<file path="config.mk">
export PLATFORM = sky130hd
export DESIGN_NAME = multi_port_fifo
export DESIGN_NICKNAME = d
export VERILOG_FILES = /design/src/rtl/fifo_pkg.sv /design/src/rtl/fifo_lane_pack.sv /design/src/rtl/multi_port_fifo.sv
export SDC_FILE = /design/constraint.sdc
export NUM_CORES = 2
export LEC_CHECK = 0
export ABC_AREA = 1
export ABC_CLOCK_PERIOD_IN_PS = 6980
export CORE_ASPECT_RATIO = 0.5
export CORE_MARGIN = 5
export CORE_UTILIZATION = 45
export DETAILED_ROUTE_END_ITERATION = 16
export HOLD_SLACK_MARGIN = 0.12
export PLACE_DENSITY = 0.66
export REMOVE_ABC_BUFFERS = 1
export SYNTH_ARGS = -nofsm -noshare
export SYNTH_HDL_FRONTEND = slang
export SYNTH_HIERARCHICAL = 1
export SYNTH_SLANG_ARGS = --single-unit
</file>
<file path="constraint.sdc">
create_clock -name clk -period 6.98 [get_ports clk]
set_input_delay 1.396 -clock clk [delete_from_list [all_inputs] [get_ports clk]]
set_output_delay 1.396 -clock clk [all_outputs]
set_load 0.05 [all_outputs]
</file>
<file path="src/rtl/fifo_pkg.sv">
// rtl/fifo_pkg.sv - shared widths and helpers for the multi-port FIFO
package fifo_pkg;

    localparam int MAX_LANES  = 4;
    localparam int LANE_CNT_W = $clog2(MAX_LANES + 1);
    localparam int LANE_IDX_W = $clog2(MAX_LANES);

    function automatic logic [LANE_CNT_W-1:0] popcount(input logic [MAX_LANES-1:0] v);
        logic [LANE_CNT_W-1:0] n;
        n = '0;
        for (int i = 0; i < MAX_LANES; i++) begin
            n = n + LANE_CNT_W'(v[i]);
        end
        return n;
    endfunction

    function automatic int lane_lsb(input int lane, input int width);
        return lane * width;
    endfunction

endpackage

</file>
<file path="src/rtl/fifo_lane_pack.sv">
// rtl/fifo_lane_pack.sv - compacts sparse push lanes into consecutive slot offsets
module fifo_lane_pack
    import fifo_pkg::*;
#(
    parameter int LANES = 2
) (
    input  logic [LANES-1:0]                 push_i,
    output logic [LANE_CNT_W-1:0]            n_push_o,
    output logic [LANES-1:0][LANE_IDX_W-1:0] offset_o
);

    logic [LANE_CNT_W-1:0] run;

    // Each active lane lands at the number of active lanes below it.
    always_comb begin
        run      = '0;
        offset_o = '0;
        for (int i = 0; i < LANES; i++) begin
            offset_o[i] = run[LANE_IDX_W-1:0];
            run         = run + LANE_CNT_W'(push_i[i]);
        end
        n_push_o = popcount(MAX_LANES'(push_i));
    end

endmodule

</file>
<file path="src/rtl/multi_port_fifo.sv">
// rtl/multi_port_fifo.sv - multi-lane push / multi-lane pop FIFO with registered read lanes
// Optional sticky overflow/underflow outputs when MULTI_PORT_FIFO_ERR_EN is defined.
module multi_port_fifo
    import fifo_pkg::*;
#(
    parameter int DATA_WIDTH  = 32,
    parameter int ADDR_WIDTH  = 5,
    parameter int PUSH_PORTS  = 2,
    parameter int POP_PORTS   = 2,
    parameter int AFULL_LEVEL = (2 ** ADDR_WIDTH) - 4
) (
    input  logic                               clk,
    input  logic                               reset,
    input  logic [PUSH_PORTS-1:0]              push,
    input  logic [PUSH_PORTS*DATA_WIDTH-1:0]   data_in,
    output logic                               push_ok,
    input  logic [$clog2(POP_PORTS+1)-1:0]     pop_cnt,
    output logic [POP_PORTS*DATA_WIDTH-1:0]    data_out,
    output logic [POP_PORTS-1:0]               data_valid,
    output logic [ADDR_WIDTH:0]                count,
    output logic                               empty,
    output logic                               full,
    output logic                               almost_full
`ifdef MULTI_PORT_FIFO_ERR_EN
    ,
    output logic                               overflow,
    output logic                               underflow
`endif
);

    localparam int DEPTH = 2 ** ADDR_WIDTH;
    localparam int CW    = ADDR_WIDTH + 1;

    logic [DATA_WIDTH-1:0]                 mem_q [DEPTH];
    logic [ADDR_WIDTH-1:0]                 wr_ptr_q, wr_ptr_d, rd_ptr_q, rd_ptr_d;
    logic [CW-1:0]                         count_q, count_d;
    logic [POP_PORTS*DATA_WIDTH-1:0]       dout_q, dout_d;
    logic [POP_PORTS-1:0]                  valid_q, valid_d;
    logic [LANE_CNT_W-1:0]                 n_push;
    logic [PUSH_PORTS-1:0][LANE_IDX_W-1:0] offset;
    int                                    np;

    fifo_lane_pack #(.LANES(PUSH_PORTS)) u_lane_pack (
        .push_i   (push),
        .n_push_o (n_push),
        .offset_o (offset)
    );

    // Acceptance only looks at current occupancy; a same-cycle pop does not make room.
    always_comb begin
        push_ok  = int'(n_push) <= (DEPTH - int'(count_q));
        np       = int'(pop_cnt);
        if (np > int'(count_q)) np = int'(count_q);
        if (np > POP_PORTS)     np = POP_PORTS;
        count_d  = count_q + (push_ok ? CW'(n_push) : CW'(0)) - CW'(np);
        wr_ptr_d = wr_ptr_q + (push_ok ? ADDR_WIDTH'(n_push) : ADDR_WIDTH'(0));
        rd_ptr_d = rd_ptr_q + ADDR_WIDTH'(np);
        dout_d   = '0;
        valid_d  = '0;
        for (int j = 0; j < POP_PORTS; j++) begin
            if (j < np) begin
                valid_d[j] = 1'b1;
                dout_d[lane_lsb(j, DATA_WIDTH) +: DATA_WIDTH] = mem_q[rd_ptr_q + ADDR_WIDTH'(j)];
            end
        end
    end

    always_ff @(posedge clk) begin
        for (int i = 0; i < PUSH_PORTS; i++) begin
            if (!reset && push_ok && push[i]) begin
                mem_q[wr_ptr_q + ADDR_WIDTH'(offset[i])] <= data_in[lane_lsb(i, DATA_WIDTH) +: DATA_WIDTH];
            end
        end
    end

    always_ff @(posedge clk or posedge reset) begin
        if (reset) begin
            wr_ptr_q <= '0;
            rd_ptr_q <= '0;
            count_q  <= '0;
            dout_q   <= '0;
            valid_q  <= '0;
        end else begin
            wr_ptr_q <= wr_ptr_d;
            rd_ptr_q <= rd_ptr_d;
            count_q  <= count_d;
            dout_q   <= dout_d;
            valid_q  <= valid_d;
        end
    end

`ifdef MULTI_PORT_FIFO_ERR_EN
    logic overflow_q, underflow_q;

    always_ff @(posedge clk or posedge reset) begin
        if (reset) begin
            overflow_q  <= 1'b0;
            underflow_q <= 1'b0;
        end else begin
            if ((|push) && !push_ok)             overflow_q  <= 1'b1;
            if (int'(pop_cnt) > int'(count_q))   underflow_q <= 1'b1;
        end
    end

    assign overflow  = overflow_q;
    assign underflow = underflow_q;
`endif

    assign data_out    = dout_q;
    assign data_valid  = valid_q;
    assign count       = count_q;
    assign empty       = (count_q == '0);
    assign full        = (count_q == CW'(DEPTH));
    assign almost_full = int'(count_q) >= AFULL_LEVEL;

endmodule

</file>
==> load_flow_metrics.sql <==
INSERT INTO impl_metrics (metric_group, metric, value, unit) VALUES
('place', 'placedInstanceArea', '73680', 'um2'),
('detailed_routing', 'drt_drc_violations_left', '0', ''),
('synthesis', 'synthMostInstantiatedCell', 'sky130_fd_sc_hd__nand2_1', ''),
('sta', 'fin_hold_ws', '597.3', 'ps'),
('hold_path', 'class_of_the_tightest_hold_or_removal_check', 'reg -> reg', ''),
('job', 'max_cap_violations', '0', ''),
('setup_path', 'timing.critical_path.required', '5580', 'ps'),
('run_status', 'run_status', 'complete, no violations', ''),
('synthesis', 'synth_area_per_cell', '7.364', 'um2'),
('setup_path', 'arrival', '3900', 'ps'),
('synthesis', 'netlist_top_cells_area', 'sky130_fd_sc_hd__edfxtp_1 (43%), sky130_fd_sc_hd__nand2_1 (21%), sky130_fd_sc_hd__nand3_1 (8.6%), sky130_fd_sc_hd__o21bai_1 (5.4%), sky130_fd_sc_hd__a21oi_1 (3.7%)', ''),
('power_and_ir_drop', 'cell_internal_pwr', '16.57', 'mW'),
('finish', 'final_nets', '9341', ''),
('sta', 'tightestPinTransition', '1416', 'ps'),
('power_and_ir_drop', 'combPwrFrac', '57.9', '%'),
('detailed_routing', 'final_routed_wire_length_divided_by_cell_count', '24.86', 'um'),
('synthesis', 'ys_ff_latch', '1106', ''),
('sta', 'final-setup-viol-count', '0', ''),
('detailed_routing', 'initialDrtViolationCount', '11476', ''),
('sta', 'max_freq', '0.1889', 'GHz'),
('power_and_ir_drop', 'cellPowerDensity', '451.4', 'nW/um2'),
('place', 'gp_congestion', '0.9296', ''),
('setup_path', 'timing.critical_path.from_type', 'primary input', ''),
('cts', 'cts-hold-fix-buffers', '0', ''),
('cts', 'numClockSinks', '1106', ''),
('place', 'hpwlAfterDp', '168200', 'um'),
('sta', 'finalClockSkew', '30.23', 'ps'),
('cts', 'cts-root-to-sink-buffers', '3', ''),
('synthesis', 'async_flop_share', '7.414', '%'),
('synthesis', 'most_instantiated_cells_after_synthesis', 'sky130_fd_sc_hd__nand2_1 (4010), sky130_fd_sc_hd__nand3_1 (1218), sky130_fd_sc_hd__edfxtp_1 (1024), sky130_fd_sc_hd__clkbuf_1 (551), sky130_fd_sc_hd__a21oi_1 (524)', ''),
('cts', 'cts_tree', 'yes', ''),
('floorplanning', 'floorplan.initialDensity', '45.16', '%'),
('power_and_ir_drop', 'power_switching_share', '52.50', '%'),
('sta', 'final_min_period_over_clock_period', '75.86', '%'),
('floorplanning', 'rows', '103', ''),
('setup_path', 'worst-path-max-fanout', '18', ''),
('finish', 'areaGrowthSynthToFinish', '8.646', '%'),
('power_and_ir_drop', 'power.share.clock', '17.9', '%'),
('sta', 'min_period', '5295', 'ps'),
('setup_path', 'crit_type', 'in -> out', ''),
('detailed_routing', 'drt-vias-per-instance', '6.017', ''),
('finish', 'drive_above_1_share', '7.168', '%'),
('floorplanning', 'floorplan.io_pins', '146', ''),
('power_and_ir_drop', 'power.static_leakage', '31.93', 'nW'),
('detailed_routing', 'first_pass_iters', '7', ''),
('global_routing', 'grt-ovfl-total', '0', ''),
('detailed_routing', 'finalWirelength', '284300', 'um'),
('sta', 'final_max_slew_viol_count', '0', ''),
('sta', 'setup_ws', '1685', 'ps'),
('power_and_ir_drop', 'power.share.sequential', '24.2', '%'),
('power_and_ir_drop', 'power_switching', '18.31', 'mW'),
('global_routing', 'grt_max_degree', '255', ''),
('power_and_ir_drop', 'vdd_ir_max', '0.0007398', 'V'),
('synthesis', 'synth_area', '71130', 'um2'),
('global_routing', 'grt_util_all_layers', '32.96', '%'),
('floorplanning', 'die-width', '572.2', 'um'),
('cts', 'clock_insertion_delay_at_the_later_pin_of_the_skew_report', '760', 'ps'),
('global_routing', 'grt_antenna_before_repair', '5', ''),
('detailed_routing', 'vias', '68807', ''),
('synthesis', 'synth.yosys.warnings', '6', ''),
('synthesis', 'count_of_flip_flops_with_a_built_in_enable_after_synthesis', '1024', ''),
('synthesis', 'synth_area_leader_cell', 'sky130_fd_sc_hd__edfxtp_1', ''),
('cts', 'clock_tree.htree_level_count', '3', ''),
('synthesis', 'synth_ff_type', 'sky130_fd_sc_hd__edfxtp_1', ''),
('place', 'port-buffer-count', '145', ''),
('global_routing', 'grt_pass1_vias', '62248', ''),
('cts', 'cts-root-buf', 'sky130_fd_sc_hd__clkbuf_16', ''),
('place', 'detailedPlace.worstSlack', '1470', 'ps'),
('cts', 'clk_transition_reported_paths', '60', 'ps'),
('floorplanning', 'die_area', '166600', 'um2'),
('setup_path', 'timing.critical_path.to_type', 'primary output', '');
## stage by stage
step / utilization [%] / instances
2_1_floorplan: - / 8767
3_3_place_gp: 46.78 / 11225
3_5_place_dp: 46.78 / 11225
4_1_cts: 49.06 / 11433
5_1_grt: 49.07 / 11434
6_report: 49.07 / 11436
## worst paths after layout
kind / cells past startpoint / endpoint / slack, ps / from
min in group asynchronous: 2 / data_valid[1] / 1130 / reset
min: 1 / wr_ptr_q[0] / 600 / wr_ptr_q[0]
max: 12 / push_ok / 1680 / push[1]
max reg2reg: 14 / mem_q[5][29] / 2460 / count[0]
max in group asynchronous: 3 / data_out[17] / 4550 / reset
min reg2reg: 1 / wr_ptr_q[0] / 600 / wr_ptr_q[0]
## kinds of logic (layout without fill, tap and decap cells)
| family | after synthesis | after routing | synth area share [%] |
|---|---|---|---|
| AND/OR/NAND/NOR | 5562 | 5562 | 32.26 |
| AO/OA/AOI/OAI | 1545 | 1545 | 12.85 |
| buffers and inverters | 1391 | 1059 | 7.867 |
| flip-flops | 1106 | 1106 | 46.12 |
| adder cells (fa/ha/maj) | 34 | 34 | 0.6614 |
| XOR/XNOR | 18 | 18 | 0.2322 |
| other | 3 | 12 | 0.01583 |
## layout make-up
cell class	instances	area, um2	area share [%]
Sequential cell	1106	32820	42.47
Inverter	493	1891	2.447
Multi-Input combinational cell	7168	33130	42.87
Tap cell	2100	2628	3.400
Clock inverter	57	549.3	0.7108
Antenna cell	3	7.507	0.009715
Timing Repair Buffer	358	3211	4.155
Clock buffer	151	3040	3.935
## power by group through the flow
stage / registers (mW) / logic, mW / clock network [mW]
3_3_place_gp: 8.56 / 19.2 / 0
3_5_place_dp: 8.56 / 19.4 / 0
4_1_cts: 8.43 / 19.4 / 6.23
5_1_grt: 8.49 / 21.3 / 6.51
6_report: 8.44 / 20.2 / 6.25
2_1_floorplan: 9.55 / 9.15 / 0
## state kept, by name, summed over array words and instances, names as in the netlist
name	flops
count	6
data_out	64
data_valid	2
mem_q	1024
rd_ptr_q	5
wr_ptr_q	5
## cell usage in the layout, fill, tap and decap left out, drive strengths merged, types with 144 or more instances in the layout
cell type	count
nand3	1220
edfxtp	1024
o21ai	459
inv	496
clkbuf	151
nand2	4011
or2	167
o21bai	514
buf	221
nor2	144
a21oi	524
## critical path: stages
cell	delay, ps
sky130_fd_sc_hd__clkdlybuf4s50_1	450
sky130_fd_sc_hd__buf_4	240
sky130_fd_sc_hd__ha_1	300
sky130_fd_sc_hd__inv_1	70
sky130_fd_sc_hd__ha_1	130
sky130_fd_sc_hd__inv_1	40
sky130_fd_sc_hd__nand3_1	50
sky130_fd_sc_hd__nand2_1	50
sky130_fd_sc_hd__nand2_1	70
sky130_fd_sc_hd__nand2_1	60
sky130_fd_sc_hd__nand3_2	160
sky130_fd_sc_hd__clkdlybuf4s50_1	890
## per-layer routing
| metal | global-route usage, % | wire (um) | up-vias |
|---|---|---|---|
| li1 | - | - | 30869 |
| met1 | 46.01 | 108400 | 31882 |
| met2 | 46.95 | 115600 | 5177 |
| met3 | 7.996 | 41580 | 877 |
| met4 | 18.16 | 18730 | 2 |
| met5 | 0 | 14 | - |
(Power assumes the default switching activity.)
